`config.mk`:
```
export PLATFORM = sky130hd
export DESIGN_NAME = serial_subtractor8
export DESIGN_NICKNAME = d
export VERILOG_FILES = /design/src/rtl/alu_pkg.sv /design/src/rtl/full_subtractor.sv /design/src/rtl/serial_subtractor8.sv
export SDC_FILE = /design/constraint.sdc
export NUM_CORES = 1
export LEC_CHECK = 0
export CAP_MARGIN = 30
export CELL_PAD_IN_SITES_DETAIL_PLACEMENT = 1
export CELL_PAD_IN_SITES_GLOBAL_PLACEMENT = 1
export CORE_MARGIN = 8
export CORE_UTILIZATION = 25
export DETAILED_ROUTE_END_ITERATION = 12
export GPL_ROUTABILITY_DRIVEN = 0
export GPL_TIMING_DRIVEN = 0
export PLACE_DENSITY_LB_ADDON = 0.3
export SLEW_MARGIN = 30
export SYNTH_ARGS = -nofsm -noshare
export SYNTH_HDL_FRONTEND = slang
export SYNTH_SLANG_ARGS = --single-unit
```
`constraint.sdc`:
```
create_clock -name clk -period 1.4 [get_ports clk]
set_input_delay 0.28 -clock clk [delete_from_list [all_inputs] [get_ports clk]]
set_output_delay 0.28 -clock clk [all_outputs]
set_load 0.01 [all_outputs]
```
`src/rtl/alu_pkg.sv`:
```
// Shared ALU definitions.
// Widths and FSM encoding for the multi-cycle ALU path.
package alu_pkg;

  localparam int WIDTH8 = 8;
  localparam int CNT_W  = 3;

  typedef enum logic [1:0] {
    IDLE,
    RUN,
    DONE
  } sub_state_t;

endpackage

```
`src/rtl/full_subtractor.sv`:
```
// One-bit full subtractor cell.
// Purely combinational; outputs listed first.
module full_subtractor (
  output logic diff,
  output logic bout,
  input  logic a,
  input  logic b,
  input  logic bin
);

  // Difference and borrow-out of a - b - bin
  always_comb begin
    diff = a ^ b ^ bin;
    bout = (~a & b) | (~(a ^ b) & bin);
  end

endmodule

```
`src/rtl/serial_subtractor8.sv`:
```
// Bit-serial 8-bit subtractor, LSB first.
// One full-subtractor cell plus a registered borrow.
module serial_subtractor8
  import alu_pkg::*;
#(
  parameter int WIDTH = WIDTH8
) (
  input  logic             clk,
  input  logic             rst,
  input  logic             start,
  input  logic [WIDTH-1:0] a,
  input  logic [WIDTH-1:0] b,
  output logic             busy,
  output logic             done,
  output logic [WIDTH-1:0] diff,
  output logic             borrowout,
  output logic             overflow
);

  localparam logic [CNT_W-1:0] LAST = CNT_W'(WIDTH - 1);
  localparam logic [CNT_W-1:0] PRE  = CNT_W'(WIDTH - 2);

  sub_state_t       state_q, state_d;
  logic [WIDTH-1:0] a_q, b_q, res_q;
  logic [CNT_W-1:0] cnt_q;
  logic             brw_q, bin7_q;
  logic [WIDTH-1:0] diff_q;
  logic             bo_q, ovf_q;
  logic             d_bit, b_out;
  logic [WIDTH-1:0] res_d;

  full_subtractor u_fs (
    .diff (d_bit),
    .bout (b_out),
    .a    (a_q[0]),
    .b    (b_q[0]),
    .bin  (brw_q)
  );

  assign res_d = {d_bit, res_q[WIDTH-1:1]};

  // State register
  always_ff @(posedge clk) begin
    if (rst) state_q <= IDLE;
    else     state_q <= state_d;
  end

  // Next-state logic
  always_comb begin
    state_d = state_q;
    unique case (state_q)
      IDLE: if (start) state_d = RUN;
      RUN:  if (cnt_q == LAST) state_d = DONE;
      DONE: state_d = IDLE;
      default: state_d = IDLE;
    endcase
  end

  // Operand/result shifting, borrow chain and result capture.
  // Results load on the last RUN edge so they are valid in DONE.
  always_ff @(posedge clk) begin
    if (rst) begin
      a_q    <= '0;
      b_q    <= '0;
      res_q  <= '0;
      cnt_q  <= '0;
      brw_q  <= 1'b0;
      bin7_q <= 1'b0;
      diff_q <= '0;
      bo_q   <= 1'b0;
      ovf_q  <= 1'b0;
    end else begin
      if (state_q == IDLE && start) begin
        a_q   <= a;
        b_q   <= b;
        brw_q <= 1'b0;
        cnt_q <= '0;
      end else if (state_q == RUN) begin
        a_q   <= a_q >> 1;
        b_q   <= b_q >> 1;
        res_q <= res_d;
        brw_q <= b_out;
        cnt_q <= cnt_q + 1'b1;
        if (cnt_q == PRE) bin7_q <= b_out;
        if (cnt_q == LAST) begin
          diff_q <= res_d;
          bo_q   <= b_out;
          ovf_q  <= bin7_q ^ b_out;
        end
      end
    end
  end

  assign busy      = (state_q == RUN);
  assign done      = (state_q == DONE);
  assign diff      = diff_q;
  assign borrowout = bo_q;
  assign overflow  = ovf_q;

endmodule

```
* Yosys cells after proc, flatten, opt, wreduce, memory -nomap -nowiden
Index checks and enable logic that the tools add are counted.
Cells by class: reduce and logical (&&, ||, !) cells 8, bitwise logic cells 9, mux-type cells 7, eq/ne operators 6, add/subtract/negate cells 1
Operators by type and width (count):
- two-way mux 8 bit | 4
- == test 3 bit, second input constant | 2
- AND reduction 3 bit | 2
- two-way mux 2 bit | 2
- case mux 2 bit (2 select lines) | 1
- AND reduction 2 bit | 2
- adder 3 x 1 -> 3 bit, second input constant | 1
- NOT 1 bit | 3
- bitwise XOR 1 bit | 3
- AND 1 bit | 2
- == test 2 x 1 -> 1 bit, second input constant | 1
- == test 2 bit, second input constant | 1
- logical NOT 2 bit | 1
- != test 2 x 1 -> 1 bit, second input constant | 1
- != test 2 bit, second input constant | 1
- nonzero test 2 bit | 1
- OR reduction 2 bit | 1
- logical AND 1 bit | 1
- OR 1 bit | 1
Word-level totals: register bits after elaboration 41, word-level logic and storage cells 41, output and inout port bits 12, input port bits 19

* Logic depth before layout (Yosys ltp)
Gate-level depths: netlist of the first run.
word-level depth 5, mapped depth 7, gate-level depth less buffers 5

* Cells and area by module
From an unflattened synthesis of the first run, not the netlist that was laid out.
Second synthesis, totals: cell total of the unflattened synthesis 198, area, all modules 1647.8 sq um
Modules (own cells, without submodules):
- serial_subtractor8 | seq. area each 800.8 sq um, cells an instance 194, instances 1, area an instance 1616.6 sq um
- full_subtractor | seq. area each 0.0 sq um, cells an instance 4, instances 1, area an instance 31.3 sq um

* Worst setup path before layout of the first run
OpenSTA, ideal clock, no wires.
path type register to register, start point reg cnt_q[1], end point reg bo_q, in the netlist borrowout, path slack 0.122 ns, setup time 0.086 ns, buffers on the path 1, data required time 1.314 ns, clock period less this slack 1.278 ns, arrival 1.192 ns, stages on the path, launching flop included 6, path through dfxtp_1 > ha_1 > ha_1 > and3b_1 > buf_2 > a211oi_1
On the way: cells in the longest elaborated chain, start to end 2
RTL lines:
- from (decl) | RTL line serial_subtractor8.sv:25 | logic [CNT_W-1:0] cnt_q;
- from (signal assigned) | RTL line serial_subtractor8.sv:83 | cnt_q <= cnt_q + 1'b1;
- == test 3 bit | RTL line serial_subtractor8.sv:85 | if (cnt_q == LAST) begin
- AND reduction 3 bit (no line)
- to (signal assigned) | RTL line serial_subtractor8.sv:87 | bo_q <= b_out;
- to (decl) | RTL line serial_subtractor8.sv:28 | logic bo_q, ovf_q;
Every way passes these cells. A chain may end at the register's enable or synchronous reset.

* Worst setup path in the final report of the first run
start point reg state_q[0], end point out busy
On the way: cells in the longest elaborated chain, start to end 1
RTL lines:
- from (decl) | RTL line serial_subtractor8.sv:23 | sub_state_t state_q, state_d;
- from (signal assigned) | RTL line serial_subtractor8.sv:45 | else state_q <= state_d;
- == test 2 x 1 -> 1 bit | RTL line serial_subtractor8.sv:94 | assign busy = (state_q == RUN);
- to (decl) | RTL line serial_subtractor8.sv:13 | output logic busy,
Every way passes these cells.

==> flow_metrics.tcl, run 1 <==
set metrics [dict create \
    status "finished, final reports clean" \
    min_path_type "input port to flip-flop" \
    arrival_ps 1090 \
    fin_util_pct 34.7 \
    clkSinkCount 40 \
    worst_setup_path_start_kind "flip-flop" \
    synth_nets 205 \
    crit_required_ps 1120 \
    clock_tree.buffer_depth 2 \
    vias 1380 \
    fillCellCount 748 \
    die_h_um 97.3 \
    cpPeakStageDelay_ps 330 \
    grt_setup_unrepaired "true" \
    insertion_delay_ps 290 \
    synth_area_leaders "dfxtp_1 49%, o221ai_2 9.1%, nor2_1 7.5%" \
    slowest_stage "dfxtp_2" \
    wire_per_inst_um 13.9 \
    synth.largest_area_cell "dfxtp_1" \
    wl_um 4150 \
    post_route_cells_drive_above_1_share_pct 21.2 \
    ys_types 30 \
    min_from "rst" \
    drv_cap 0 \
    rr_startpoint "state_q[1]$_SDFFE_PP0P_" \
    cts-root-buf "clkbuf_8" \
    initial_utilization_pct 25.8 \
    grt_overflow_total 0 \
    numCtsBuffers 5 \
    hold_buffers 0 \
    peakVddDrop_mv 0.658 \
    leakagePower_nw 0.839 \
    grt_pass1_vias 1495 \
    drc 0 \
    crit_path_max_fanout 10 \
    rows 29 \
    startpoint "state_q[0]$_SDFFE_PP0P_" \
    grt_use_total_pct 9.05 \
    grt_max_degree 14 \
    core_area_um2 6390 \
    path_cells "buf_6, nand2b_4, inv_4, buf_6, buf_6" \
    mostFrequentLayoutCells "36 x dfxtp_1, 33 x nor2_1, 31 x nand2_1" \
    yosys_warnings 0 \
    drtPass1Iterations 4 \
    fp.dieArea_um2 9460 \
    ys_seq_elements 40 \
    viasPerCell 4.62 \
    max_slew_margin_pct 65.8 \
    hold_viol 0 \
    port_buffers 29 \
    worst_slew_pin_slew_ps 512 \
    nets 244 \
    area_delta_synth_final_pct 34.2 \
    finalSetupViolCount 0 \
    ys_seq_area_share_pct 48.5 \
    antennaDiodeCount 0 \
    final.min_clock_period_ps 1370 \
    p_per_area_nw_per_um2 1110 \
    detail-route-antenna-nets 0 \
    grt_pass1_wl_um 7150 \
    post-route-period-util_pct 97.5 \
    critPathKind "flip-flop to primary output" \
    die_w_um 97.3 \
    critical_path.most_common_cell "buf_6" \
    maxSlewViolCount 0 \
    syn_inst 182 \
    finalPower_mw 2.46 \
    cts_tree "yes" \
    hpwl_um 2960 \
    fmax_mhz 732 \
    skew_ps 6.14 \
    syn_area_per_cell_um2 9.07 \
    crit_path_end_kind "primary output" \
    drt_iter0_drc 44 \
    h-tree-depth 2 \
    cts.clk_slew.worst_paths_ps 80 \
    io_pins 31 \
    yosysTopAreaCellShare_pct 48.5 \
    syn_area_um2 1650 \
    antenna_found_initial 0 \
    final_common_cell "dfxtp_1" \
]
## what timing repair did
item | 4_1_cts | 5_1_grt
resized for setup | 30 | 10
hold endpoints to repair | 0 | 0
setup buffers | 3 | 2
setup endpoints to repair | 38 | 20
pin swaps | 1 | 1
## where the power goes
group | internal [mW] | switching [mW] | total [mW]
clock | 0.528 | 0.416 | 0.944
combinational | 0.150 | 0.150 | 0.299
sequential | 1.19 | 0.0327 | 1.22
## worst max-delay path, delay by kind of cell (launching register included)
kind,cells,cell delay (ps)
buffers and inverters,4,380
flip-flops,1,330
AND/OR/NAND/NOR,1,80
## synth_stat cells, drive strengths merged
master and count:
dfxtp 40, nor2 33, nand2 32, a21oi 19
o221ai 14, buf 9, inv 5, clkbuf 4
a211oi 3, ha 3, nand3b 3, a2bb2oi 2
nor2b 2, o21ai 2, a22oi 1, a31oi 1
and3b 1, and4 1, fa 1, nand2b 1
nor3 1, o21ba 1, o21bai 1, or3b 1
xnor2 1
## sequential cells by signal, summed over array words and instances (netlist names)
name and count:
a_q 8, b_q 8, diff 8, res_q 7, cnt_q 3, state_q 2
bin7_q 1, borrowout 1, brw_q 1, overflow 1
## final timing paths
path | slack, ps | to | cells after the start
min reg2reg | 450 | diff[7]$_SDFFE_PP0P_ | 2
max | 30 | busy | 5
min | 400 | diff[1]$_SDFFE_PP0P_ | 2
max reg2reg | 40 | a_q[0]$_SDFFE_PP0P_ | 5
## cell type report
cell class | instances | area, um2 | share of cell area (%)
buffer | 11 | 93.8 | 4.24
multi-input combinational | 124 | 773 | 34.9
clock buffer | 5 | 68.8 | 3.11
inverter | 5 | 21.3 | 0.960
tap | 77 | 96.3 | 4.35
sequential | 40 | 808 | 36.5
timing repair buffer | 34 | 310 | 14.0
clock inverter | 3 | 42.5 | 1.92
## per-layer routing
metal	up-vias	wire length, um	part of all wire [%]	global-route usage, %
met2	19	1970	47	14.7
met5	-	0	0	0
met4	0	62	1.5	4.20
met1	656	1930	47	10.7
met3	4	183	4.4	2.56
li1	701	-	-	-
## metrics by stage
stage               TNS, ps  instances  area, um2  worst slack, ps  hold slack (ps)
finish                    0        299       2210             34.5              398
global route          -5.46        299       2210            -3.99              460
floorplan                 0        182       1650              122              432
CTS                   -88.2        299       2190            -88.2              418
global placement      -6830        288       2040             -447              449
detailed placement    -7050        288       2040             -461              450
## kinds of logic (layout without fill, tap and decap cells)
group	Yosys count	count (layout)	share of synthesized area (%)
buffers and inverters	18	58	6.37
adder cells (fa/ha/maj)	4	4	3.49
flip-flops	40	40	48.5
XOR/XNOR	1	1	0.531
AO/OA/AOI/OAI	44	44	21.9
AND/OR/NAND/NOR	75	75	19.2
(Power assumes the default switching activity.)
==> inputs of run 2 (changes only) <==
Clock period 1.4 ns to 1.3 ns, I/O delays scaled along.
==> flow_metrics.tcl, run 2 (same netlist as run 1, synthesis figures left out) <==
set metrics [dict create \
    path_cells "nand2b_4, inv_4, buf_6, buf_6" \
    core_area_um2 6390 \
    r2r_cells 4 \
    hold_buffers 0 \
    slowest_stage "dfxtp_4" \
    grt_pass1_wl_um 7260 \
    die_w_um 97.3 \
    crit_path_end_kind "primary output" \
    post_route_cells_drive_above_1_share_pct 33.0 \
    finalSetupViolCount 2 \
    dpl_cell_area_um2 2040 \
    worst_slew_pin_slew_ps 563 \
    whs_endpoint "diff[1]$_SDFFE_PP0P_" \
    drc 0 \
    finalPower_mw 2.71 \
    clock_tree.buffer_depth 2 \
    arrival_ps 1080 \
    grt_setup_unrepaired "true" \
    critical_path.most_common_cell "buf_6" \
    r2r_end "b_q[2]$_SDFFE_PP0P_" \
    port_buffers 29 \
    numCtsBuffers 5 \
    cpPeakStageDelay_ps 390 \
    final.min_clock_period_ps 1340 \
    fin_util_pct 37.9 \
    h-tree-depth 2 \
    final_common_cell "dfxtp_1" \
    worst_setup_path_start_kind "flip-flop" \
    max_slew_margin_pct 62.5 \
    io_pins 31 \
    die_h_um 97.3 \
    rr_startpoint "state_q[1]$_SDFFE_PP0P_" \
    fp.dieArea_um2 9460 \
    antennaDiodeCount 0 \
    hold_depth 2 \
    grt_max_degree 14 \
    crit_path_max_fanout 8 \
    grt_use_total_pct 9.17 \
    fmax_mhz 744 \
    wl_um 4360 \
    violations "setup timing" \
    min_from "rst" \
    drtPass1Iterations 4 \
    hpwl_um 2960 \
    leakagePower_nw 0.972 \
    critPathKind "flip-flop to primary output" \
    grt_use_met2_pct 15.0 \
    antenna_found_initial 0 \
    mostFrequentLayoutCells "35 x dfxtp_1, 33 x nor2_1, 22 x nand2_1" \
    post-place-ws_ps -541 \
    setup_ws_ps -44.9 \
    cts-root-buf "clkbuf_8" \
    vias 1440 \
    skew_ps 4.01 \
    grt_pass1_vias 1512 \
    drt_iter0_drc 28 \
    viasPerCell 4.69 \
    area_delta_synth_final_pct 46.8 \
    placedCellCount 288 \
    post-route-period-util_pct 103 \
    p_per_area_nw_per_um2 1120 \
    drv_cap 0 \
    grtUsageMet1_pct 10.8 \
    crit_required_ps 1040 \
    cts_tree "yes" \
    detail-route-antenna-nets 0 \
    wire_per_inst_um 14.2 \
    hold_viol 0 \
    status "finished, violations left" \
    peakVddDrop_mv 0.692 \
    maxSlewViolCount 0 \
    rows 29 \
    timing.hold.ws_ps 395 \
    grt_use_met3_pct 2.56 \
    cts.clk_slew.worst_paths_ps 80 \
    initial_utilization_pct 25.8 \
    busiest_layer "met2" \
    nets 252 \
    r2r_slack_ps 0 \
    final_area_um2 2420 \
    insertion_delay_ps 290 \
    clkSinkCount 40 \
    min_path_type "input port to flip-flop" \
    setup_tns_ps -73.2 \
    finalNonFillerCells 307 \
    grt_overflow_total 0 \
]
[run 2: cell count changes in the layout (fill, tap and decap cells not counted), sizes merged]
cell and delta:
buf +8
[run 2: cell type report]
type | instances | area [um2]
buffer | 10 | 88.8
clock buffer | 5 | 68.8
clock inverter | 3 | 42.5
fill | 746 | 3960
inverter | 5 | 21.3
multi-input combinational | 124 | 890
sequential | 40 | 812
tap | 77 | 96.3
timing repair buffer | 43 | 403
[run 2: critical path: cells and delay by family, from the launching register on]
family                 cells  cell delay (ps)
and+or+nand+nor            1              150
buffers and inverters      3              250
DFF                        1              390
[run 2: timing repair]
action                                  in CTS  in global routing
pin swaps                                    2                 32
endpoints found under the setup margin      49                 28
buffers inserted                             4                  8
gates cloned                                 1                  1
hold endpoints to repair                     0                  0
gates resized for setup                     43                 32
[run 2: worst max path at each step]
stage	slack, ps	to	depth (start not counted)	start
floorplan	20	borrowout$_SDFFE_PP0P_	5	cnt_q[1]$_SDFFE_PP0P_
global placement	-530	a_q[0]$_SDFFE_PP0P_	6	start
detailed placement	-540	a_q[0]$_SDFFE_PP0P_	6	start
CTS	-140	busy	6	state_q[0]$_SDFFE_PP0P_
global route	-100	done	4	state_q[0]$_SDFFE_PP0P_
finish	-40	busy	4	state_q[1]$_SDFFE_PP0P_
[run 2: routing by layer]
layer | vias up | routed length, um
met4 | 0 | 68
li1 | 718 | -
met1 | 695 | 1990
met5 | - | 0
met3 | 5 | 188
met2 | 22 | 2110
[run 2: power breakdown]
| group | leakage, nW | internal (mW) | switching (mW) | total, mW |
|---|---|---|---|---|
| combinational | 0.589 | 0.192 | 0.180 | 0.372 |
| sequential | 0.329 | 1.28 | 0.0395 | 1.32 |
| clock | 0.0541 | 0.568 | 0.453 | 1.02 |
==> edit 1, RTL diff (settings of run 1) <==
Make the reset (`rst`) asynchronous in 2 clocked blocks.
--- a/src/rtl/serial_subtractor8.sv
+++ b/src/rtl/serial_subtractor8.sv
@@ -40,7 +40,7 @@
   assign res_d = {d_bit, res_q[WIDTH-1:1]};
 
   // State register
-  always_ff @(posedge clk) begin
+  always_ff @(posedge clk or posedge rst) begin
     if (rst) state_q <= IDLE;
     else     state_q <= state_d;
   end
@@ -58,7 +58,7 @@
 
   // Operand/result shifting, borrow chain and result capture.
   // Results load on the last RUN edge so they are valid in DONE.
-  always_ff @(posedge clk) begin
+  always_ff @(posedge clk or posedge rst) begin
     if (rst) begin
       a_q    <= '0;
       b_q    <= '0;
Formal check against the unedited RTL: differs if rst is asserted again (counterexample within 4 cycles, from zero or initial values and one cycle with rst high); with rst held inactive, the same outputs for 10 cycles.
==> edit 1 against run 1 <==
  * Final cell count grew 4.3%
  * Synthesized cell count fell by 18%
  * Largest cell class unchanged
  * Routed wire length grew 21%
  * Synthesized area up 13%
  * Sequential cell count is the same
  * The run now ends with setup timing left
  * Design area up 32%
  * Worst setup slack got worse by 0.092 ns
Power is not compared: it rests on default switching activity, and its combinational part moved more than twofold at a synthesized area within 25%.
==> edit 1: results (changes against run 1) <==
Clock-cell share: 4.31% (was 5.03%)
Antenna cells: 0 (unchanged)
Data buffer area share: 22.8% (was 18.2%)
Multi-In Gates: 78 (was 124)
Finished Cell Area: 2930 um^2 (was 2210 um^2)
Vias in the first global route: 1578 (was 1495)
Met3 WL: 269 um (was 183 um)
Arrival time at the worst endpoint: 1.18 ns (was 1.09 ns)
Repair and plain buffers: 66 (was 45)
Worst setup path endpoint: done (was busy)
Met2 usage: 15.8% (was 14.7%)
Fraction of area in multi-input gates: 31.7% (was 34.9%)
XOR/XNOR share of the synthesized area: 0.471% (was 0.531%)
Outcome: finished, violations left (was complete, no violations)
Place WS: -0.599 ns (was -0.461 ns)
IO buf count: 30 (was 29)
Hold Slack: 0.327 ns (was 0.398 ns)
Total GRT Usage: 10.2% (was 9.05%)
CP startpoint: state_q[0]$_DFFE_PP0P_ (was state_q[0]$_SDFFE_PP0P_)
Setup slack after layout: -0.0570 ns (was 0.0345 ns)
Wl on met1: 2.32 mm (was 1.93 mm)
Compound-cell area share of the yosys netlist: 10.1% (was 21.9%)
Area contributors post-synth: dfrtp_1 (54%), mux2_2 (10%), nor3b_1 (5.6%) (was dfxtp_1 (49%), o221ai_2 (9.1%), nor2_1 (7.5%))
Async set-reset flop share out of synthesis: 100% (was 0%)
Min-Delay Path Class: in -> async (was in -> reg)
ANT nets after route: 0 (unchanged)
Max FO, Critical Path: 6 (was 10)
Critical path's top delay family: flip-flops (was buffers and inverters)
Mapped Nets: 172 (was 205)
Iteration-0 DRC Markers: 34 (was 44)
Clock Skews: 0.00703 ns (was 0.00614 ns)
Yosys cell types: 27 (was 30)
FF-to-FF setup slack: -0.05 ns (was 0.04 ns)
Mux cell area share after synthesis: 11.4% (was 0%)
# fillers: 782 (was 748)
WL per Instance: 16.1 um (was 13.9 um)
Grt met1 use: 12.9% (was 10.7%)
Post-synthesis sequential area ratio: 53.8% (was 48.5%)
Detailed Place HPWL: 3.13 mm (was 2.96 mm)
Sequential Area: 1000 um^2 (was 808 um^2)
Pin count of the biggest net entering global routing: 22 (was 14)
Clock buf count: 7 (was 5)
Area post-placement: 2320 um^2 (was 2040 um^2)
Final setup vio count: 9 (was 0)
Critical R2R Launch: cnt_q[1]$_DFFE_PP0P_ (was state_q[1]$_SDFFE_PP0P_)
Layout cells sized above 1: 44.1% (was 21.2%)
Routed vias: 1392 (was 1380)
Measured slew at the worst slew-check pin: 0.504 ns (was 0.512 ns)
Failing checks: setup timing
Post-route setup TNS: -0.396 ns (was 0 ns)
Adder-Cell Fraction of Synth Area: 3.09% (was 3.49%)
Top cells by count, synth: dfrtp_1 (40), inv_1 (20), mux2_2 (17) (was dfxtp_1 (40), nor2_1 (33), nand2_1 (32))
Max incr delay on CP: 0.41 ns (was 0.33 ns)
Inverters: 21 (was 5)
Worst path slowest cell: dfrtp_1 (was dfxtp_2)
First-pass GRT wire length: 8.19 mm (was 7.15 mm)
[edit 1: cell count changes in the layout (fill, tap and decap cells not counted), moves of 11 or more]
cell	change
dfxtp_1	-36
a21oi_1	-16
buf_4	+15
inv_1	+15
nor3b_1	+11
nor2_1	-33
dfrtp_1	+40
nand2_1	-31
[edit 1: power groups by stage]
stage | sequential [W] | clock [W] | combinational (W)
floorplan | 0.00204 | 0 | 0.00139
global placement | 0.00204 | 0 | 0.00211
detailed placement | 0.00207 | 0 | 0.00218
CTS | 0.00204 | 0.00108 | 0.00257
global route | 0.00213 | 0.00112 | 0.00324
finish | 0.00205 | 0.00105 | 0.00297
[edit 1: repair_timing]
item	CTS	global route
pin swaps	0	4
resized for setup	59	26
setup endpoints to repair	29	26
buffers inserted	11	11
cloned	2	1
[edit 1: per-stage QoR]
stage               power, W  std cells
finish               0.00607        312
CTS                  0.00569        300
floorplan            0.00344        149
global placement     0.00416        278
detailed placement   0.00426        279
global route         0.00650        312
==> edit 2, RTL diff (settings of run 1) <==
Made on the original files. `WIDTH8`: 8 -> 10.
--- a/src/rtl/alu_pkg.sv
+++ b/src/rtl/alu_pkg.sv
@@ -2,7 +2,7 @@
 // Widths and FSM encoding for the multi-cycle ALU path.
 package alu_pkg;
 
-  localparam int WIDTH8 = 8;
+  localparam int WIDTH8 = 10;
   localparam int CNT_W  = 3;
 
   typedef enum logic [1:0] {
Ports: changed (resized a, b and diff); port bits go from 31 to 37. No check against the original RTL was run, so the function may have changed too.
==> edit 2 against run 1 <==
  * The run now ends with setup timing left
  * Total power increased by 19%
  * Worst setup slack lost 0.064 ns
  * Design area is 30% higher
  * Sequential cell count up 8
  * Routed wire length is 51% higher
  * Clock power decreased by 7.6%
  * Combinational power increased by 82%
  * Synthesized area increased by 31%
  * Critical path type unchanged
  * Largest cell class is now multi-input combinational cells
  * Highest routed layer unchanged
==> edit 2: results (changes against run 1) <==
Arrival time at the worst endpoint: 1.15 ns (was 1.09 ns)
Clock-cell share: 3.12% (was 5.03%)
Post-synthesis sequential area ratio: 44.3% (was 48.5%)
Area contributors post-synth: dfxtp_1 (44%), a21oi_1 (11%), o221a_1 (8.8%) (was dfxtp_1 (49%), o221ai_2 (9.1%), nor2_1 (7.5%))
Iteration-0 DRC Markers: 88 (was 44)
Multi-In Gates: 168 (was 124)
WL per Instance: 15.0 um (was 13.9 um)
Nets: 335 (was 244)
Clock Skews: 0.00497 ns (was 0.00614 ns)
Post-route setup TNS: -0.0293 ns (was 0 ns)
# fillers: 1015 (was 748)
Data buffer area share: 19.7% (was 18.2%)
Die ar.: 11900 um^2 (was 9460 um^2)
Non-Filler Instances: 417 (was 299)
Mapped Nets: 287 (was 205)
Failing checks: setup timing
Pwr Density: 1010 nW/um^2 (was 1110 nW/um^2)
Repair and plain buffers: 63 (was 45)
VDD IR max: 0.409 mV (was 0.658 mV)
TritonCTS sink count: 48 (was 40)
LEAKAGE: 1.12 nW (was 0.839 nW)
Measured slew at the worst slew-check pin: 0.547 ns (was 0.512 ns)
Total GRT Usage: 10.9% (was 9.05%)
Place WS: -0.564 ns (was -0.461 ns)
Fraction of area in multi-input gates: 36.1% (was 34.9%)
Synthesized instance count: 260 (was 182)
Outcome: finished, violations left (was complete, no violations)
Sequential Area: 968 um^2 (was 808 um^2)
Detailed Place HPWL: 4.24 mm (was 2.96 mm)
Layout cells sized above 1: 12.9% (was 21.2%)
Via density: 4.71 (was 4.62)
Final setup vio count: 1 (was 0)
Setup slack after layout: -0.0293 ns (was 0.0345 ns)
Top cells by count, synth: a21oi_1 (49), dfxtp_1 (48), nand2_1 (41) (was dfxtp_1 (40), nor2_1 (33), nand2_1 (32))
## edit 2: cell count changes after synthesis, sizes merged, moves of 2 or more
cell / before / now
a21oi: 19 / 49
buf: 9 / 15
clkbuf: 4 / 7
dfxtp: 40 / 48
inv: 5 / 22
nand2: 32 / 41
nand2b: 1 / 3
nand3b: 3 / 0
nor2: 33 / 23
o221a: 0 / 17
o221ai: 14 / 0
o22a: 0 / 9
or3b: 1 / 3
## edit 2: critical path: stages, from the launching register on
cell and delay (ns):
dfxtp_4 0.37, buf_8 0.14, clkbuf_16 0.15, nor2b_4 0.10, buf_6 0.10
## edit 2: logic make-up after synthesis
logic type	synth area share, %
flops	44.3
buf+inv	9.12
fa+ha+maj	2.65
xor+xnor	0.404
compound gates	27.0
simple gates	16.5
## edit 2: repair_timing
action | in CTS | in global routing
endpoints found under the setup margin | 37 | 35
gates cloned | 0 | 1
pin swaps | 1 | 0
gates resized for setup | 49 | 10
buffers inserted | 4 | 3
## edit 2: worst paths after layout
kind	startpoint	endpoint	slack, ns
max	state_q[0]$_SDFFE_PP0P_	done	-0.03
min	rst	diff[8]$_SDFFE_PP0P_	0.44
max reg2reg	cnt_q[1]$_SDFFE_PP0P_	diff[9]$_SDFFE_PP0P_	0.01
min reg2reg	diff[8]$_SDFFE_PP0P_	diff[8]$_SDFFE_PP0P_	0.45
## edit 2: per-layer routing
layer | global-route usage, % | vias to the layer above | wire, um
met4 | 4.01 | 0 | 99
met1 | 14.3 | 946 | 2980
met2 | 17.2 | 29 | 2960
met3 | 2.42 | 7 | 234
li1 | - | 984 | -
met5 | 0 | - | 0
## edit 2: power breakdown
part	switching [W]	leakage, nW	internal, W
Clock	0.000468	0.0455	0.000404
Combinational	0.000264	0.681	0.000279
Sequential	0.0000636	0.394	0.00144
Total	0.000796	1.12	0.00213
